**src/rtl/mac_stop_pkg.sv**
```systemverilog
// Shared types and width helpers for the matrix-multiply sequencer.
package mac_stop_pkg;

    typedef enum logic [2:0] {
        StIdle,
        StMac,
        StWrite,
        StDone,
        StAbort
    } mac_ctrl_state_t;

    // Accumulator width: full product plus headroom for K summed terms.
    function automatic int unsigned acc_width(input int unsigned w, input int unsigned k);
        return 2 * w + $clog2(k);
    endfunction

    // Index width for a dimension of n entries, never narrower than one bit.
    function automatic int unsigned addr_width(input int unsigned n);
        return (n > 1) ? $clog2(n) : 1;
    endfunction

endpackage

```
**src/rtl/mac_stop_idx_gen.sv**
```systemverilog
// Nested i/j/k index counter: k innermost, then j, then i.
module mac_stop_idx_gen
    import mac_stop_pkg::*;
#(
    parameter int unsigned M    = 4,
    parameter int unsigned K    = 4,
    parameter int unsigned N    = 4,
    parameter int unsigned AW_I = addr_width(M),
    parameter int unsigned AW_K = addr_width(K),
    parameter int unsigned AW_J = addr_width(N)
) (
    input  logic            clk,
    input  logic            reset,
    input  logic            clear,
    input  logic            step_k,
    input  logic            step_elem,
    output logic [AW_I-1:0] idx_i,
    output logic [AW_J-1:0] idx_j,
    output logic [AW_K-1:0] idx_k,
    output logic            last_k,
    output logic            last_elem
);

    localparam logic [AW_I-1:0] ILast = AW_I'(M - 1);
    localparam logic [AW_J-1:0] JLast = AW_J'(N - 1);
    localparam logic [AW_K-1:0] KLast = AW_K'(K - 1);
    localparam logic [AW_I-1:0] IOne  = AW_I'(1);
    localparam logic [AW_J-1:0] JOne  = AW_J'(1);
    localparam logic [AW_K-1:0] KOne  = AW_K'(1);

    logic [AW_I-1:0] r_i;
    logic [AW_J-1:0] r_j;
    logic [AW_K-1:0] r_k;

    assign idx_i     = r_i;
    assign idx_j     = r_j;
    assign idx_k     = r_k;
    assign last_k    = (r_k == KLast);
    assign last_elem = (r_i == ILast) && (r_j == JLast);

    // Counter update: element step restarts k and advances j, carrying into i.
    always_ff @(posedge clk or posedge reset) begin
        if (reset) begin
            r_i <= '0;
            r_j <= '0;
            r_k <= '0;
        end else if (clear) begin
            r_i <= '0;
            r_j <= '0;
            r_k <= '0;
        end else if (step_elem) begin
            r_k <= '0;
            if (r_j == JLast) begin
                r_j <= '0;
                r_i <= (r_i == ILast) ? '0 : r_i + IOne;
            end else begin
                r_j <= r_j + JOne;
            end
        end else if (step_k && !last_k) begin
            r_k <= r_k + KOne;
        end
    end

endmodule

```
**src/rtl/mac_stop_ctrl.sv**
```systemverilog
// Abortable C = A x B sequencer: one MAC per cycle, one write per C element.
module mac_stop_ctrl
    import mac_stop_pkg::*;
#(
    parameter int unsigned M                        = 4,
    parameter int unsigned K                        = 4,
    parameter int unsigned N                        = 4,
    parameter int unsigned DATA_WIDTH_INIT_MATRIX   = 32,
    parameter int unsigned DATA_WIDTH_RESULT_MATRIX = acc_width(DATA_WIDTH_INIT_MATRIX, K),
    parameter int unsigned ADDR_WIDTH_A             = addr_width(M),
    parameter int unsigned ADDR_WIDTH_B             = addr_width(K),
    parameter int unsigned ADDR_WIDTH_C             = addr_width(N)
) (
    input  logic                                clk,
    input  logic                                reset,
    input  logic                                start,
    input  logic                                stop,
    output logic                                busy,
    output logic                                done,
    output logic                                aborted,
    output logic [ADDR_WIDTH_A-1:0]             row_addr_a,
    output logic [ADDR_WIDTH_B-1:0]             col_addr_a,
    output logic [ADDR_WIDTH_B-1:0]             row_addr_b,
    output logic [ADDR_WIDTH_C-1:0]             col_addr_b,
    output logic [ADDR_WIDTH_A-1:0]             row_addr_c,
    output logic [ADDR_WIDTH_C-1:0]             col_addr_c,
    output logic                                matrix_a_re,
    output logic                                matrix_b_re,
    output logic                                matrix_c_we,
    output logic [DATA_WIDTH_RESULT_MATRIX-1:0] data_in_c,
    input  logic [DATA_WIDTH_INIT_MATRIX-1:0]   data_out_a,
    input  logic [DATA_WIDTH_INIT_MATRIX-1:0]   data_out_b
);

    localparam int unsigned PW = 2 * DATA_WIDTH_INIT_MATRIX;

    mac_ctrl_state_t r_state, w_state_nxt;

    logic [DATA_WIDTH_RESULT_MATRIX-1:0] r_acc;
    logic [PW-1:0]                       w_prod;
    logic [ADDR_WIDTH_A-1:0]             w_idx_i;
    logic [ADDR_WIDTH_C-1:0]             w_idx_j;
    logic [ADDR_WIDTH_B-1:0]             w_idx_k;
    logic w_last_k, w_last_elem;
    logic w_clear, w_step_k, w_step_elem, w_acc_add, w_acc_clr, w_addr_en;

    mac_stop_idx_gen #(
        .M    (M),
        .K    (K),
        .N    (N),
        .AW_I (ADDR_WIDTH_A),
        .AW_K (ADDR_WIDTH_B),
        .AW_J (ADDR_WIDTH_C)
    ) u_idx_gen (
        .clk       (clk),
        .reset     (reset),
        .clear     (w_clear),
        .step_k    (w_step_k),
        .step_elem (w_step_elem),
        .idx_i     (w_idx_i),
        .idx_j     (w_idx_j),
        .idx_k     (w_idx_k),
        .last_k    (w_last_k),
        .last_elem (w_last_elem)
    );

    // Read data is combinational, so the product is formed in the address cycle.
    assign w_prod = PW'(data_out_a) * PW'(data_out_b);

    // Addresses only leave zero while the controller is walking the matrices.
    assign row_addr_a = w_addr_en ? w_idx_i : '0;
    assign col_addr_a = w_addr_en ? w_idx_k : '0;
    assign row_addr_b = w_addr_en ? w_idx_k : '0;
    assign col_addr_b = w_addr_en ? w_idx_j : '0;
    assign row_addr_c = w_addr_en ? w_idx_i : '0;
    assign col_addr_c = w_addr_en ? w_idx_j : '0;
    assign data_in_c  = (r_state == StWrite) ? r_acc : '0;

    // State register.
    always_ff @(posedge clk or posedge reset) begin
        if (reset) begin
            r_state <= StIdle;
        end else begin
            r_state <= w_state_nxt;
        end
    end

    // Accumulator: cleared at run start and after each C write.
    always_ff @(posedge clk or posedge reset) begin
        if (reset) begin
            r_acc <= '0;
        end else if (w_acc_clr) begin
            r_acc <= '0;
        end else if (w_acc_add) begin
            r_acc <= r_acc + DATA_WIDTH_RESULT_MATRIX'(w_prod);
        end
    end

    // Next-state, counter control and strobe decode; stop suppresses the pending write.
    always_comb begin
        w_state_nxt = r_state;
        w_clear     = 1'b0;
        w_step_k    = 1'b0;
        w_step_elem = 1'b0;
        w_acc_add   = 1'b0;
        w_acc_clr   = 1'b0;
        w_addr_en   = 1'b0;
        busy        = 1'b0;
        done        = 1'b0;
        aborted     = 1'b0;
        matrix_a_re = 1'b0;
        matrix_b_re = 1'b0;
        matrix_c_we = 1'b0;
        unique case (r_state)
            StIdle: begin
                if (start && !stop) begin
                    w_state_nxt = StMac;
                    w_clear     = 1'b1;
                    w_acc_clr   = 1'b1;
                end
            end
            StMac: begin
                busy        = 1'b1;
                w_addr_en   = 1'b1;
                matrix_a_re = 1'b1;
                matrix_b_re = 1'b1;
                if (stop) begin
                    w_state_nxt = StAbort;
                end else begin
                    w_acc_add = 1'b1;
                    if (w_last_k) begin
                        w_state_nxt = StWrite;
                    end else begin
                        w_step_k = 1'b1;
                    end
                end
            end
            StWrite: begin
                busy      = 1'b1;
                w_addr_en = 1'b1;
                if (stop) begin
                    w_state_nxt = StAbort;
                end else begin
                    matrix_c_we = 1'b1;
                    w_step_elem = 1'b1;
                    w_acc_clr   = 1'b1;
                    w_state_nxt = w_last_elem ? StDone : StMac;
                end
            end
            StDone: begin
                busy        = 1'b1;
                done        = 1'b1;
                w_state_nxt = StIdle;
            end
            StAbort: begin
                busy        = 1'b1;
                aborted     = 1'b1;
                w_state_nxt = StIdle;
            end
            default: w_state_nxt = StIdle;
        endcase
    end

endmodule
```
**config.mk**
```make
export PLATFORM = sky130hd
export DESIGN_NAME = mac_stop_ctrl
export DESIGN_NICKNAME = d
export VERILOG_FILES = /design/src/rtl/mac_stop_pkg.sv /design/src/rtl/mac_stop_idx_gen.sv /design/src/rtl/mac_stop_ctrl.sv
export SDC_FILE = /design/constraint.sdc
export NUM_CORES = 2
export LEC_CHECK = 0
export ABC_CLOCK_PERIOD_IN_PS = 6300
export CAP_MARGIN = 20
export CORE_MARGIN = 2
export CORE_UTILIZATION = 52
export CTS_BUF_LIST = sky130_fd_sc_hd__clkbuf_8
export DETAILED_ROUTE_END_ITERATION = 12
export GPL_ROUTABILITY_DRIVEN = 0
export GPL_TIMING_DRIVEN = 0
export PLACE_DENSITY = 0.71
export SLEW_MARGIN = 0
export SYNTH_ARGS = -nofsm -noshare
export SYNTH_HDL_FRONTEND = slang
export SYNTH_SLANG_ARGS = --single-unit
```
**constraint.sdc**
```tcl
create_clock -name clk -period 6.3 [get_ports clk]
set_input_delay 1.26 -clock clk [delete_from_list [all_inputs] [get_ports clk]]
set_output_delay 1.26 -clock clk [all_outputs]
set_load 0.03 [all_outputs]
```
==> results.cfg <==
[logic_synthesis]
synthTopCellsByArea = fa_1 50%, inv_1 11%, and2_1 8.6%, ha_1 8.3%, nand2_1 6.7%
synth.distinct_cells = 72
synth_top_flop_cell = dfrtp_1
synth_seq_cells = 75
synthArstFlopShare = 1.000
synth_enable_flop_cells = 0
synth_top_area_share = 0.4994
yosysWarnings = 0
yosysSeqAreaShare = 0.04867
synth_cells = 4364
syn_area_um2 = 38560
syn_avg_cell_area_um2 = 8.836
synth.largest_area_cell = fa_1
syn_nets = 5650

[layout]
stdcell_area_um2 = 49190
final_cells = 5781
fin_nets = 6098
drive_above_1_share = 0.2213
nFillCells = 5340
syn_to_final_growth_pct = 27.58

[min_path]
min_path_cells = 2
min_path_type = flop to flop

[placed_design]
dpl.hpwl_um = 114300
dpl.cell_count = 5475
portBuffers = 151
placed_area_um2 = 42340

[grt]
overflow = 0
grt_use_total = 0.3833
grt_start_max_net_pins = 63
grt_antenna_before_repair = 9
grt_pass1_vias = 34326
grt_pass1_wl_um = 215800

[status]
violations = negative setup slack
status = finished, violations left

[timing]
finalClockSkew_ns = 0.01166
period_share = 1.315
tightest_slew_ns = 0.7663
maxSlewHeadroom = 0.4891
period_minus_slack_ns = 8.284
slew_viol_final = 0
rsz0062_at_grt = true
setup_viol = 55
fmaxAchievable_mhz = 120.7
whs_ns = 0.5184
setup_ws_ns = -1.984
hold_viol = 0

[clock_tree]
cts_hold_buffers = 0
h-tree-depth = 3
cts.sinks = 75
clk_latency_ns = 0.41
cts_made_buffers = 9
path_clk_slew_ns = 0.09
cts_root_buf = clkbuf_8
clock_path_buffers = 2
cts_tree = done

[setup_path]
crit_arrival_ns = 8.54
worstPathMaxFanout = 8
rr_worst_depth = 25
crit_required_ns = 6.56
criticalPathCategory = primary input to flop
worstSetupEndpointType = flop
worst_setup_path_start_kind = primary input

[detailed_routing]
viasPerCell = 5.776
first_pass_iters = 6
num_vias = 33391
ant_nets = 0
detail_route.wl_per_cell_um = 25.81
first_iter_violations = 3703
drc = 0
totalWireLength_um = 149200

[floorplanning]
fp.dieH_um = 276.3
rows = 99
die_w_um = 276.3
fp.coreArea_um2 = 73210
die_area_um2 = 76350
pin_count = 152
initial_core_util = 0.5267

[flow_run]
maxCapViolCount = 0
==> cells in the final DEF (no fill, tap or decap), types with 32 or more instances in the layout <==
cell type and n:
and2_4 63, clkdlybuf4s50_1 87, dfrtp_1 75, buf_6 87, inv_1 996, buf_12 32
o21ai_1 42, fa_2 86, buf_4 240, clkbuf_8 75, fa_1 876, a21oi_1 42
ha_1 223, and2_1 470, buf_8 45, clkbuf_16 75, nor2_1 43, nand2_1 664
inv_2 96
==> stage by stage <==
step                      utilization  setup slack [ns]  TNS [ns]
after floorplan                     -            -1.429    -49.29
after global placement         0.5779            -4.134   -159.29
after detailed placement       0.5783            -4.123   -159.67
after CTS                      0.6466            -1.848    -72.64
after global routing           0.6718            -2.022    -86.63
final                          0.6720            -1.984    -83.14
==> worst paths after layout <==
| check | startpoint | endpoint | slack (ns) |
|---|---|---|---|
| worst min register to register | r_acc[62]$_DFFE_PP0P_ | r_acc[62]$_DFFE_PP0P_ | 0.52 |
| worst min-delay path | r_acc[62]$_DFFE_PP0P_ | r_acc[62]$_DFFE_PP0P_ | 0.52 |
| worst max-delay path | data_out_b[31] | r_acc[51]$_DFFE_PP0P_ | -1.98 |
| min in group asynchronous | reset | r_acc[7]$_DFFE_PP0P_ | 1.13 |
| max in group asynchronous | reset | r_acc[41]$_DFFE_PP0P_ | 4.54 |
| worst max register to register | r_acc[20]$_DFFE_PP0P_ | r_acc[62]$_DFFE_PP0P_ | -1.27 |
==> state kept, by name, summed over array words and instances (netlist names) <==
name and cells:
u_idx_gen.idx_k 2, r_state 3, r_acc 66, u_idx_gen.idx_i 2
u_idx_gen.idx_j 2
==> worst max-delay path, stage by stage <==
cell       delay (ns)
buf_4            0.17
clkbuf_16        0.17
buf_4            0.17
and2_1           0.15
fa_2             0.53
fa_1             0.48
fa_1             0.54
fa_1             0.44
fa_2             0.60
fa_1             0.47
fa_2             0.63
inv_2            0.05
fa_1             0.49
inv_1            0.05
ha_1             0.31
buf_6            0.16
a21oi_4          0.14
o21a_1           0.19
nor2_1           0.09
nor3_4           0.18
o31ai_4          0.13
a221oi_2         0.32
nand2_2          0.15
buf_6            0.15
a41oi_2          0.22
xnor2_2          0.15
o22ai_1          0.11
==> cell type report <==
class / instances / area [um2] / area share
diodes: 5 / 12.51 / 0.0002543
clock inverters: 6 / 63.81 / 0.001297
plain buffers: 246 / 3719 / 0.07559
multi-input cells: 2937 / 33690 / 0.6849
repair buffers: 451 / 4388 / 0.08920
inverters: 1092 / 4101 / 0.08337
clock buffers: 10 / 137.6 / 0.002798
well taps: 959 / 1200 / 0.02439
flip-flops and latches: 75 / 1877 / 0.03815
==> synthesized netlist by cell type, drive strengths merged (2+ instances only) <==
master  count
nor2       54
or4         3
mux2i       3
buf        28
fa        962
nor3       13
a21o       32
nand3       8
o221ai      2
clkbuf    232
o31a        3
xnor2      35
a211oi      8
nor2b      11
and2      533
nand2     687
a21oi      82
inv      1092
nand2b      5
o22ai      22
dfrtp      75
o21ai      87
o31ai      11
ha        256
a31oi       7
or2         3
o211ai      3
nand4      24
and4        2
a21boi      4
o21bai     10
a41oi       3
xor2       27
nor4        2
nor3b       6
a22o        2
a22oi       2
o21a        8
==> logic make-up (layout without fill, tap and decap cells) <==
kind of cell / after synthesis / in the layout / synth area share
AOI/OAI and AO/OA: 298 / 298 / 0.04884
xor gates and xnor gates: 62 / 62 / 0.01408
adders and majority gates: 1218 / 1218 / 0.5825
buffers and inverters: 1352 / 1805 / 0.1329
DFF: 75 / 75 / 0.04867
muxes: 3 / 3 / 0.0007788
other: 0 / 5 / 0
and+or+nand+nor: 1356 / 1356 / 0.1722
==> routing by layer <==
metal / wire length [um] / vias to the layer above / global-route usage / part of all wire
met3: 20850 / 784 / 0.1196 / 0.14
met1: 52030 / 16631 / 0.4909 / 0.35
met4: 13120 / 10 / 0.2449 / 0.088
li1: - / 13464 / - / -
met2: 63150 / 2502 / 0.5659 / 0.42
met5: 66 / - / 0 / 0.00044
==> what timing repair did <==
| action | CTS | global route |
|---|---|---|
| endpoints found under the setup margin | 58 | 55 |
| setup buffers | 199 | 104 |
| gates cloned | 8 | 0 |
| resized for setup | 1064 | 370 |
| pin swaps | 206 | 249 |
Power is left out: the tool's default activity adds up to more than one toggle a clock period on the data nets, which glitch-free logic cannot reach.
